## config.mk

```make
export PLATFORM = sky130hd
export DESIGN_NAME = stream_packet_arbiter
export DESIGN_NICKNAME = d
export VERILOG_FILES = /design/src/rtl/stream_packet_arbiter.sv
export SDC_FILE = /design/constraint.sdc
export NUM_CORES = 1
export LEC_CHECK = 0
export BUFFER_PORTS_ARGS = -buffer_cell sky130_fd_sc_hd__buf_2
export CAP_MARGIN = 15
export CORE_MARGIN = 5
export CORE_UTILIZATION = 46
export CTS_CLUSTER_SIZE = 14
export DETAILED_ROUTE_END_ITERATION = 12
export PLACE_DENSITY_LB_ADDON = 0.08
export SYNTH_ARGS = -nofsm -noshare
export SYNTH_HDL_FRONTEND = slang
export SYNTH_SLANG_ARGS = --single-unit
```

## constraint.sdc

```tcl
create_clock -name sys_clk -period 4.7 [get_ports sys_clk]
set_clock_uncertainty 0.05 [all_clocks]
set_input_delay 0 -clock sys_clk [delete_from_list [all_inputs] [get_ports sys_clk]]
set_output_delay 0 -clock sys_clk [all_outputs]
set_load 0.1 [all_outputs]
```

## src/rtl/stream_packet_arbiter.sv

```systemverilog
// Packet-atomic two-input round-robin arbiter onto one 32-bit stream.
// Overlong packets are cut at MAX_BEATS, flagged, and their tail dropped.
module stream_packet_arbiter #(
  parameter int MAX_BEATS = 512,
  parameter int CW        = 16
) (
  input  logic        sys_clk,
  input  logic        sys_rst_n,
  input  logic        sink0_valid,
  output logic        sink0_ready,
  input  logic        sink0_first,
  input  logic        sink0_last,
  input  logic [31:0] sink0_payload_data,
  input  logic [3:0]  sink0_payload_last_be,
  input  logic [3:0]  sink0_payload_error,
  input  logic        sink1_valid,
  output logic        sink1_ready,
  input  logic        sink1_first,
  input  logic        sink1_last,
  input  logic [31:0] sink1_payload_data,
  input  logic [3:0]  sink1_payload_last_be,
  input  logic [3:0]  sink1_payload_error,
  output logic        source_valid,
  input  logic        source_ready,
  output logic        source_first,
  output logic        source_last,
  output logic [31:0] source_payload_data,
  output logic [3:0]  source_payload_last_be,
  output logic [3:0]  source_payload_error,
  output logic [1:0]  grant,
  output logic        trunc_pulse
);

  typedef enum logic [1:0] {
    IDLE,
    GRANT0,
    GRANT1,
    DROP
  } state_t;

  localparam logic [CW-1:0] CNT_MAX = CW'(MAX_BEATS - 1);

  state_t        state, state_nx;
  logic [CW-1:0] beat_cnt, cnt_nx;
  logic          last_grant, lg_nx;
  logic          owner, owner_nx;
  logic          trunc_nx;

  logic          sel;
  logic          g_valid, g_last;
  logic [31:0]   g_data;
  logic [3:0]    g_be, g_err;
  logic          at_max;
  logic          unused_first;

  // Framing is regenerated from beat_cnt, so incoming first flags are ignored.
  assign unused_first = sink0_first ^ sink1_first;

  // Selected sink: the granted port, or the port being drained.
  assign sel = (state == GRANT1) || ((state == DROP) && owner);
  assign g_valid = sel ? sink1_valid : sink0_valid;
  assign g_last  = sel ? sink1_last : sink0_last;
  assign g_data  = sel ? sink1_payload_data : sink0_payload_data;
  assign g_be    = sel ? sink1_payload_last_be : sink0_payload_last_be;
  assign g_err   = sel ? sink1_payload_error : sink0_payload_error;
  assign at_max  = (beat_cnt == CNT_MAX);

  assign grant = {state == GRANT1, state == GRANT0};

  // Arbitration, pass-through mux and truncation decisions.
  always_comb begin
    state_nx               = state;
    cnt_nx                 = beat_cnt;
    lg_nx                  = last_grant;
    owner_nx               = owner;
    trunc_nx               = 1'b0;
    sink0_ready            = 1'b0;
    sink1_ready            = 1'b0;
    source_valid           = 1'b0;
    source_first           = 1'b0;
    source_last            = 1'b0;
    source_payload_data    = '0;
    source_payload_last_be = '0;
    source_payload_error   = '0;
    unique case (state)
      IDLE: begin
        if (sink0_valid && (!sink1_valid || last_grant)) begin
          state_nx = GRANT0;
          lg_nx    = 1'b0;
          cnt_nx   = '0;
        end else if (sink1_valid) begin
          state_nx = GRANT1;
          lg_nx    = 1'b1;
          cnt_nx   = '0;
        end
      end
      GRANT0, GRANT1: begin
        if (sel) sink1_ready = source_ready;
        else     sink0_ready = source_ready;
        source_valid        = g_valid;
        source_first        = (beat_cnt == '0);
        source_last         = g_last || at_max;
        source_payload_data = g_data;
        source_payload_last_be =
          (at_max && !g_last) ? 4'hF : g_be;
        source_payload_error =
          (at_max && !g_last) ? 4'hF : g_err;
        if (g_valid && source_ready) begin
          if (!at_max) cnt_nx = beat_cnt + CW'(1);
          if (g_last) begin
            state_nx = IDLE;
          end else if (at_max) begin
            state_nx = DROP;
            owner_nx = sel;
            trunc_nx = 1'b1;
          end
        end
      end
      DROP: begin
        if (owner) sink1_ready = 1'b1;
        else       sink0_ready = 1'b1;
        if (g_valid && g_last) state_nx = IDLE;
      end
      default: state_nx = IDLE;
    endcase
  end

  // State, counter and round-robin pointer registers.
  always_ff @(posedge sys_clk or negedge sys_rst_n) begin
    if (!sys_rst_n) begin
      state       <= IDLE;
      beat_cnt    <= '0;
      last_grant  <= 1'b1;
      owner       <= 1'b0;
      trunc_pulse <= 1'b0;
    end else begin
      state       <= state_nx;
      beat_cnt    <= cnt_nx;
      last_grant  <= lg_nx;
      owner       <= owner_nx;
      trunc_pulse <= trunc_nx;
    end
  end

endmodule

```

==> results.tsv, run 1 <==
metric	value	unit
Post-DP HPWL	5630	µm
YS warnings	0	
first-pass GRT wire length	12000	µm
Hold Vio Cnt, Final	0	
die area	5900	µm²
max-cap violation count	0	
Post-CTS Hold Buffers	2	
IO Pins	137	
initial antenna violation count	0	
synthesized netlist cell count	298	
RSZ-0062 raised after global routing	no	
sequential fraction of the synthesis area	25.7	%
initial DRC count	146	
post-cts resize count	0	
RePlAce Congestion	0.793	
Final ANT Viol Nets	0	
fin crit period	3.44	ns
Setup TNS Final	0	ns
syn_nets	394	
multi-input logic area	1410	µm²
Hold WS	0.00882	ns
Crit. End Element	output port	
clock sinks	21	
Max Freq	0.290	GHz
Clock Path Buffers	2	
row count	24	
CP Class	reg2out	
Worst EP arrival	3.39	ns
status	finished clean	
WL per Instance	15.5	µm
startpoint type of the worst setup path	flop	
number of port buffers	134	
GR Overflow Total	0	
Storage cell area	527	µm²
most frequent cell after synthesis	nand2_1	
ANT cells	0	
fillers	420	
FF+latch count, synth	21	
CTS Buf Count	3	
Max Slew Vio Count	0	
DRC violations left	0	
largest net degree at the start of global routing	42	
DRT Pass-1 Iters	4	
Final Cycle Share	73.3	%
Setup Buffers After CTS	0	
Worst-Margin Slew	0.691	ns
number of global-route vias before repair	2373	
Mapped Area	2050	µm²
dominant synthesized flop cell	dfrtp_1	
total wire length	7320	µm
nets	518	
TritonCTS clock tree	yes	
Hold Path Class	in2reg	
CP Data Required Time	4.65	ns
Area growth, synth to finish	36.3	%
FFs w/ async S/R, synth	100	%
number of synthesized flops with an enable pin	0	
post-synth cell types	48	
Tot GR Track Use	24.2	%
final instance area	2800	µm²
H-tree Lvls	1	
top cells by area, synth	dfrtp_1 24%, nand2_1 15%, a21oi_1 10%, mux2i_1 4.4%, ha_1 4.3%	
Clk pin slew, worst setup/hold paths	0.07	ns
routed vias	2595	
Die Y-Extent	76.8	µm
post-synth top area share	24.4	%
Synth top cells by count	82 x nand2_1, 42 x a21oi_1, 20 x dfrtp_1	
crit-path max FO	34	
mean post-synth cell area	6.89	µm²
mean number of vias per cell	5.49	
Skew-Pair Late Insertion Delay	0.27	ns
Clock Tree Root	clkbuf_8	
Slew headroom	53.9	%
Core Footprint	4350	µm²
largest area contributor in the netlist	dfrtp_1	
Initial Utilization	47.1	%
Setup violations, final	0	
Die X	76.8	µm
area post-placement	2730	µm²
layout cells sized above 1	34.7	%
## area by class of cell
type                       instances  share of cell area, %
sequential                        21                   18.8
inverter                           7                  0.939
timing repair buffer             140                   25.8
multi-input combinational        249                   50.5
clock buffer                       4                   1.61
tap                               52                   2.33
## stage by stage
step | util (%) | std cells | setup WS (ns)
3_5_place_dp | 62.8 | 467 | 1.37
3_3_place_gp | 62.8 | 467 | 1.40
5_1_grt | 64.3 | 473 | 0.994
6_report | 64.3 | 473 | 1.26
2_1_floorplan | - | 298 | 0.514
4_1_cts | 64.3 | 473 | 1.30
## routing by layer
metal	share of wire, %	wire length, µm	vias to the layer above	GRT usage [%]
met1	42	3070	1174	32.4
met5	0	0	-	0
li1	-	-	1327	-
met3	7.3	536	7	4.33
met4	1.4	100	0	6.12
met2	49	3620	87	40.0
## state kept, by name, summed over array words and instances, names as in the netlist
signal / cells
beat_cnt: 16
last_grant: 1
owner: 1
state: 2
trunc_pulse: 1
## placed cells by master, fill, tap and decap left out, types with 2 or more instances in the layout
cell	count
mux2i_1	9
nor3_1	5
ha_1	7
a2bb2oi_1	4
buf_2	134
clkbuf_8	3
a21oi_1	41
buf_4	4
a211o_1	5
and2_1	3
dfrtp_1	20
dlygate4sd3_1	2
and4_1	4
a21o_1	2
nor4_1	7
nand4_1	11
nand4b_1	2
a22oi_1	3
nand2b_1	2
o21ai_0	10
nand2_1	82
nor2_1	9
nand3_1	14
and3_1	7
inv_1	6
o211ai_1	2
## worst max-delay path, cell delays in order (launching register included)
cell and delay, ns:
dfrtp_1 0.40, inv_1 0.10, ha_1 0.74, clkinv_1 0.74, buf_4 0.47, o21ai_0 0.20
buf_2 0.46
## worst paths after layout
| kind | start | end | slack, ns | depth (start not counted) |
|---|---|---|---|---|
| min in group asynchronous | sys_rst_n | beat_cnt[8]$_DFFE_PN0P_ | 0.16 | 2 |
| worst max-delay path | state[1]$_DFFE_PN0P_ | source_payload_last_be[3] | 1.26 | 6 |
| worst min-delay path | sink1_valid | owner$_DFFE_PN0P_ | 0.009 | 3 |
| max in group asynchronous | sys_rst_n | last_grant$_DFFE_PN1P_ | 4.09 | 2 |
| worst min register to register | beat_cnt[14]$_DFFE_PN0P_ | beat_cnt[14]$_DFFE_PN0P_ | 0.49 | 1 |
| worst max register to register | state[1]$_DFFE_PN0P_ | beat_cnt[6]$_DFFE_PN0P_ | 1.32 | 7 |
## cells by family (layout without fill, tap and decap cells)
kind of cell               Yosys count  in the layout  share of synthesized area [%]
and+or+nand+nor                    152            152                           35.2
buffers and inverters               28            151                           5.98
DFF                                 21             21                           25.7
adders and majority gates            7              7                           4.27
muxes                                9              9                           4.39
AOI/OAI and AO/OA                   81             81                           24.5
Power of run 1 is left out: the tool's default activity adds up to more than one toggle a clock period on the data nets, which glitch-free logic cannot reach.
==> run 2: changes to the inputs <==
--- a/config.mk
+++ b/config.mk
@@ -5,10 +5,11 @@
 export SDC_FILE = /design/constraint.sdc
 export NUM_CORES = 1
 export LEC_CHECK = 0
+export ABC_AREA = 1
 export BUFFER_PORTS_ARGS = -buffer_cell sky130_fd_sc_hd__buf_2
 export CAP_MARGIN = 15
 export CORE_MARGIN = 5
-export CORE_UTILIZATION = 46
+export CORE_UTILIZATION = 43
 export CTS_CLUSTER_SIZE = 14
 export DETAILED_ROUTE_END_ITERATION = 12
 export PLACE_DENSITY_LB_ADDON = 0.08
==> constraint.sdc (replaced) <==
create_clock -name sys_clk -period 3.2 [get_ports sys_clk]
set_clock_uncertainty 0.05 [all_clocks]
set_input_delay 0 -clock sys_clk [delete_from_list [all_inputs] [get_ports sys_clk]]
set_output_delay 0 -clock sys_clk [all_outputs]
set_load 0.1 [all_outputs]
==> run 2 against run 1 <==
  * Sequential cell count unchanged
  * Synthesized cell count is 28% higher
  * Via count grew 12%
  * Hold slack gained 0.020 ns
  * Sequential share of layout area decreased by 2.3 points
  * Global-route usage shrank 0.71 points
  * Critical path depth up 3
  * Critical path type unchanged
  * Final area is 14% higher
==> results.tsv, run 2 <==
metric	value	unit	change
ANT cells	0		unchanged
IO Pins	137		unchanged
Clock Path Buffers	2		unchanged
mean post-synth cell area	5.61	µm²	was 6.89 µm²
routed vias	2918		was 2595
number of port buffers	134		unchanged
CTS Buf Count	3		unchanged
multiplexer share of the synthesized area	0	%	was 4.39%
Hold WS	0.0284	ns	was 0.00882 ns
RePlAce Congestion	0.945		was 0.793
clock sinks	21		unchanged
Crit. End Element	output port		unchanged
Max Slew Vio Count	0		unchanged
Final ANT Viol Nets	0		unchanged
Max Freq	0.415	GHz	
synthesized netlist cell count	382		was 298
commonest non-fill, non-tap cell in the layout	buf_2		unchanged
max-cap violation count	0		unchanged
Hold Path Class	in2reg		unchanged
first-pass GRT wire length	12200	µm	was 12000 µm
Core Footprint	4790	µm²	was 4350 µm²
Simple-Gate Fraction of Synth Area	45.0	%	was 35.2%
initial antenna violation count	0		unchanged
die area	6500	µm²	was 5900 µm²
initial DRC count	183		was 146
row count	25		was 24
WL per Instance	13.1	µm	was 15.5 µm
fin crit period	2.41	ns	
dpl cells	572		was 467
Area growth, synth to finish	48.8	%	was 36.3%
Initial Utilization	44.8	%	was 47.1%
YS warnings	0		unchanged
CP Data Required Time	3.15	ns	was 4.65 ns
Mapped Area	2140	µm²	was 2050 µm²
Setup violations, final	0		unchanged
H-tree Lvls	1		unchanged
startpoint type of the worst setup path	flop		unchanged
TritonCTS clock tree	yes		unchanged
Clk pin slew, worst setup/hold paths	0.08	ns	was 0.07 ns
Post-DP HPWL	6110	µm	was 5630 µm
Skew-Pair Late Insertion Delay	0.27	ns	about the same
Hold Vio Cnt, Final	0		unchanged
Die X	80.6	µm	was 76.8 µm
layout cells sized above 1	39.0	%	was 34.7%
Tot GR Track Use	23.5	%	was 24.2%
nets	607		was 518
Top reg by flops	beat_cnt		unchanged
DRT Pass-1 Iters	5		was 4
sequential fraction of the synthesis area	24.6	%	was 25.7%
commonest cells after routing, fill and taps aside	124 x buf_2, 92 x nand2_1, 71 x nor2_1		was 134 x buf_2, 82 x nand2_1, 41 x a21oi_1
number of global-route vias before repair	2761		was 2373
Slew headroom	66.5	%	was 53.9%
post-synth top area share	23.3	%	was 24.4%
Final Cycle Share	75.4	%	
post-synth cell types	29		was 48
largest area contributor in the netlist	dfrtp_1		unchanged
Clock Tree Root	clkbuf_8		unchanged
max reg flops	16		unchanged
Die Y-Extent	80.6	µm	was 76.8 µm
Synth top cells by count	103 x nor2_1, 92 x nand2_1, 53 x o21ai_0		was 82 x nand2_1, 42 x a21oi_1, 20 x dfrtp_1
biggest regs	beat_cnt (16), state (2)		unchanged
DRC violations left	0		unchanged
Storage cell area	527	µm²	unchanged
CP Class	reg2out		unchanged
Cell Count, Final, Fillers Out	577		was 473
status	finished clean		unchanged
largest net degree at the start of global routing	42		unchanged
syn_nets	478		was 394
crit-path max FO	40		was 34
dominant synthesized flop cell	dfrtp_1		unchanged
FF+latch count, synth	21		unchanged
multi-input logic area	1560	µm²	was 1410 µm²
most frequent cell after synthesis	nor2_1		was nand2_1
RSZ-0062 raised after global routing	no		unchanged
fillers	434		was 420
Worst EP arrival	2.36	ns	was 3.39 ns
Synth Area in Adders	4.08	%	was 4.27%
largest family of logic cells by synthesized area	simple AND/OR/NAND/NOR gates		unchanged
FFs w/ async S/R, synth	100	%	unchanged
mean number of vias per cell	5.06		was 5.49
Compound-Gate Fraction of Synth Area	18.0	%	was 24.5%
GR Overflow Total	0		unchanged
top cells by area, synth	dfrtp_1 23%, nor2_1 18%, nand2_1 16%, o21ai_0 12%, nand3_1 4.9%		was dfrtp_1 24%, nand2_1 15%, a21oi_1 10%, mux2i_1 4.4%, ha_1 4.3%
XOR/XNOR share of the synthesized area	0	%	unchanged
number of synthesized flops with an enable pin	0		unchanged
total wire length	7580	µm	was 7320 µm
Worst-Margin Slew	0.506	ns	was 0.691 ns
==> run 2: cell count changes after synthesis, sizes merged, moves of 5 or more <==
cell	previous run	this run
nor2	9	104
o21ai	10	60
a21oi	42	9
inv	6	29
nand2	82	99
mux2i	9	0
nand4	11	3
and3	7	0
nand3	15	22
buf	10	4
nor4	7	1
a211o	5	0
==> run 2: timing repair <==
item / CTS / global route
gates resized for setup: 0 / 0
endpoints found under the hold margin: 21 / 0
buffers inserted: 0 / 0
hold buffers: 1 / 0
==> run 2: metrics by stage <==
stage | setup WS (ns) | instance area [µm²] | setup TNS [ns] | utilization [%]
after detailed placement | 1.10 | 3140 | 0 | 65.5
final | 0.788 | 3190 | 0 | 66.7
after floorplan | -0.242 | 2270 | -0.242 | -
after global routing | 0.610 | 3190 | 0 | 66.7
after global placement | 1.12 | 3140 | 0 | 65.5
after CTS | 0.794 | 3190 | 0 | 66.7
==> run 2: final timing paths <==
| path | slack (ns) | cells past startpoint | from | endpoint |
|---|---|---|---|---|
| min in group asynchronous | 0.17 | 2 | sys_rst_n | state[0]$_DFFE_PN0P_ |
| max | 0.79 | 9 | state[0]$_DFFE_PN0P_ | source_payload_data[29] |
| min | 0.03 | 3 | source_ready | trunc_pulse$_DFF_PN0_ |
| min reg2reg | 0.47 | 2 | owner$_DFFE_PN0P_ | owner$_DFFE_PN0P_ |
| max in group asynchronous | 2.58 | 2 | sys_rst_n | last_grant$_DFFE_PN1P_ |
| max reg2reg | 1.18 | 8 | state[0]$_DFFE_PN0P_ | beat_cnt[6]$_DFFE_PN0P_ |
==> run 2: cells by family after synthesis <==
| group | count (synthesis) |
|---|---|
| simple gates | 235 |
| fa+ha+maj | 7 |
| buf+inv | 45 |
| compound gates | 74 |
| flops | 21 |
==> run 2: routing by layer <==
layer / up-vias / global-route usage [%] / wire [µm]
li1: 1481 / - / -
met1: 1288 / 27.6 / 2970
met2: 130 / 39.9 / 3690
met3: 19 / 6.39 / 716
met4: 0 / 9.80 / 205
met5: - / 0 / 0
==> run 2: layout make-up <==
class / count / area share, %
multi-input combinational: 316 / 48.9
clock buffer: 4 / 1.41
inverter: 30 / 3.53
tap: 67 / 2.63
timing repair buffer: 139 / 27.0
sequential: 21 / 16.5
==> run 2: critical path: stages (launching register included) <==
cell     delay, ns
dfrtp_1       0.42
inv_1         0.10
ha_1          0.24
inv_1         0.13
nand2_2       0.10
inv_1         0.10
buf_4         0.35
nor2_1        0.10
nor2_2        0.11
buf_2         0.43
Power of run 2 is left out for the same reason.
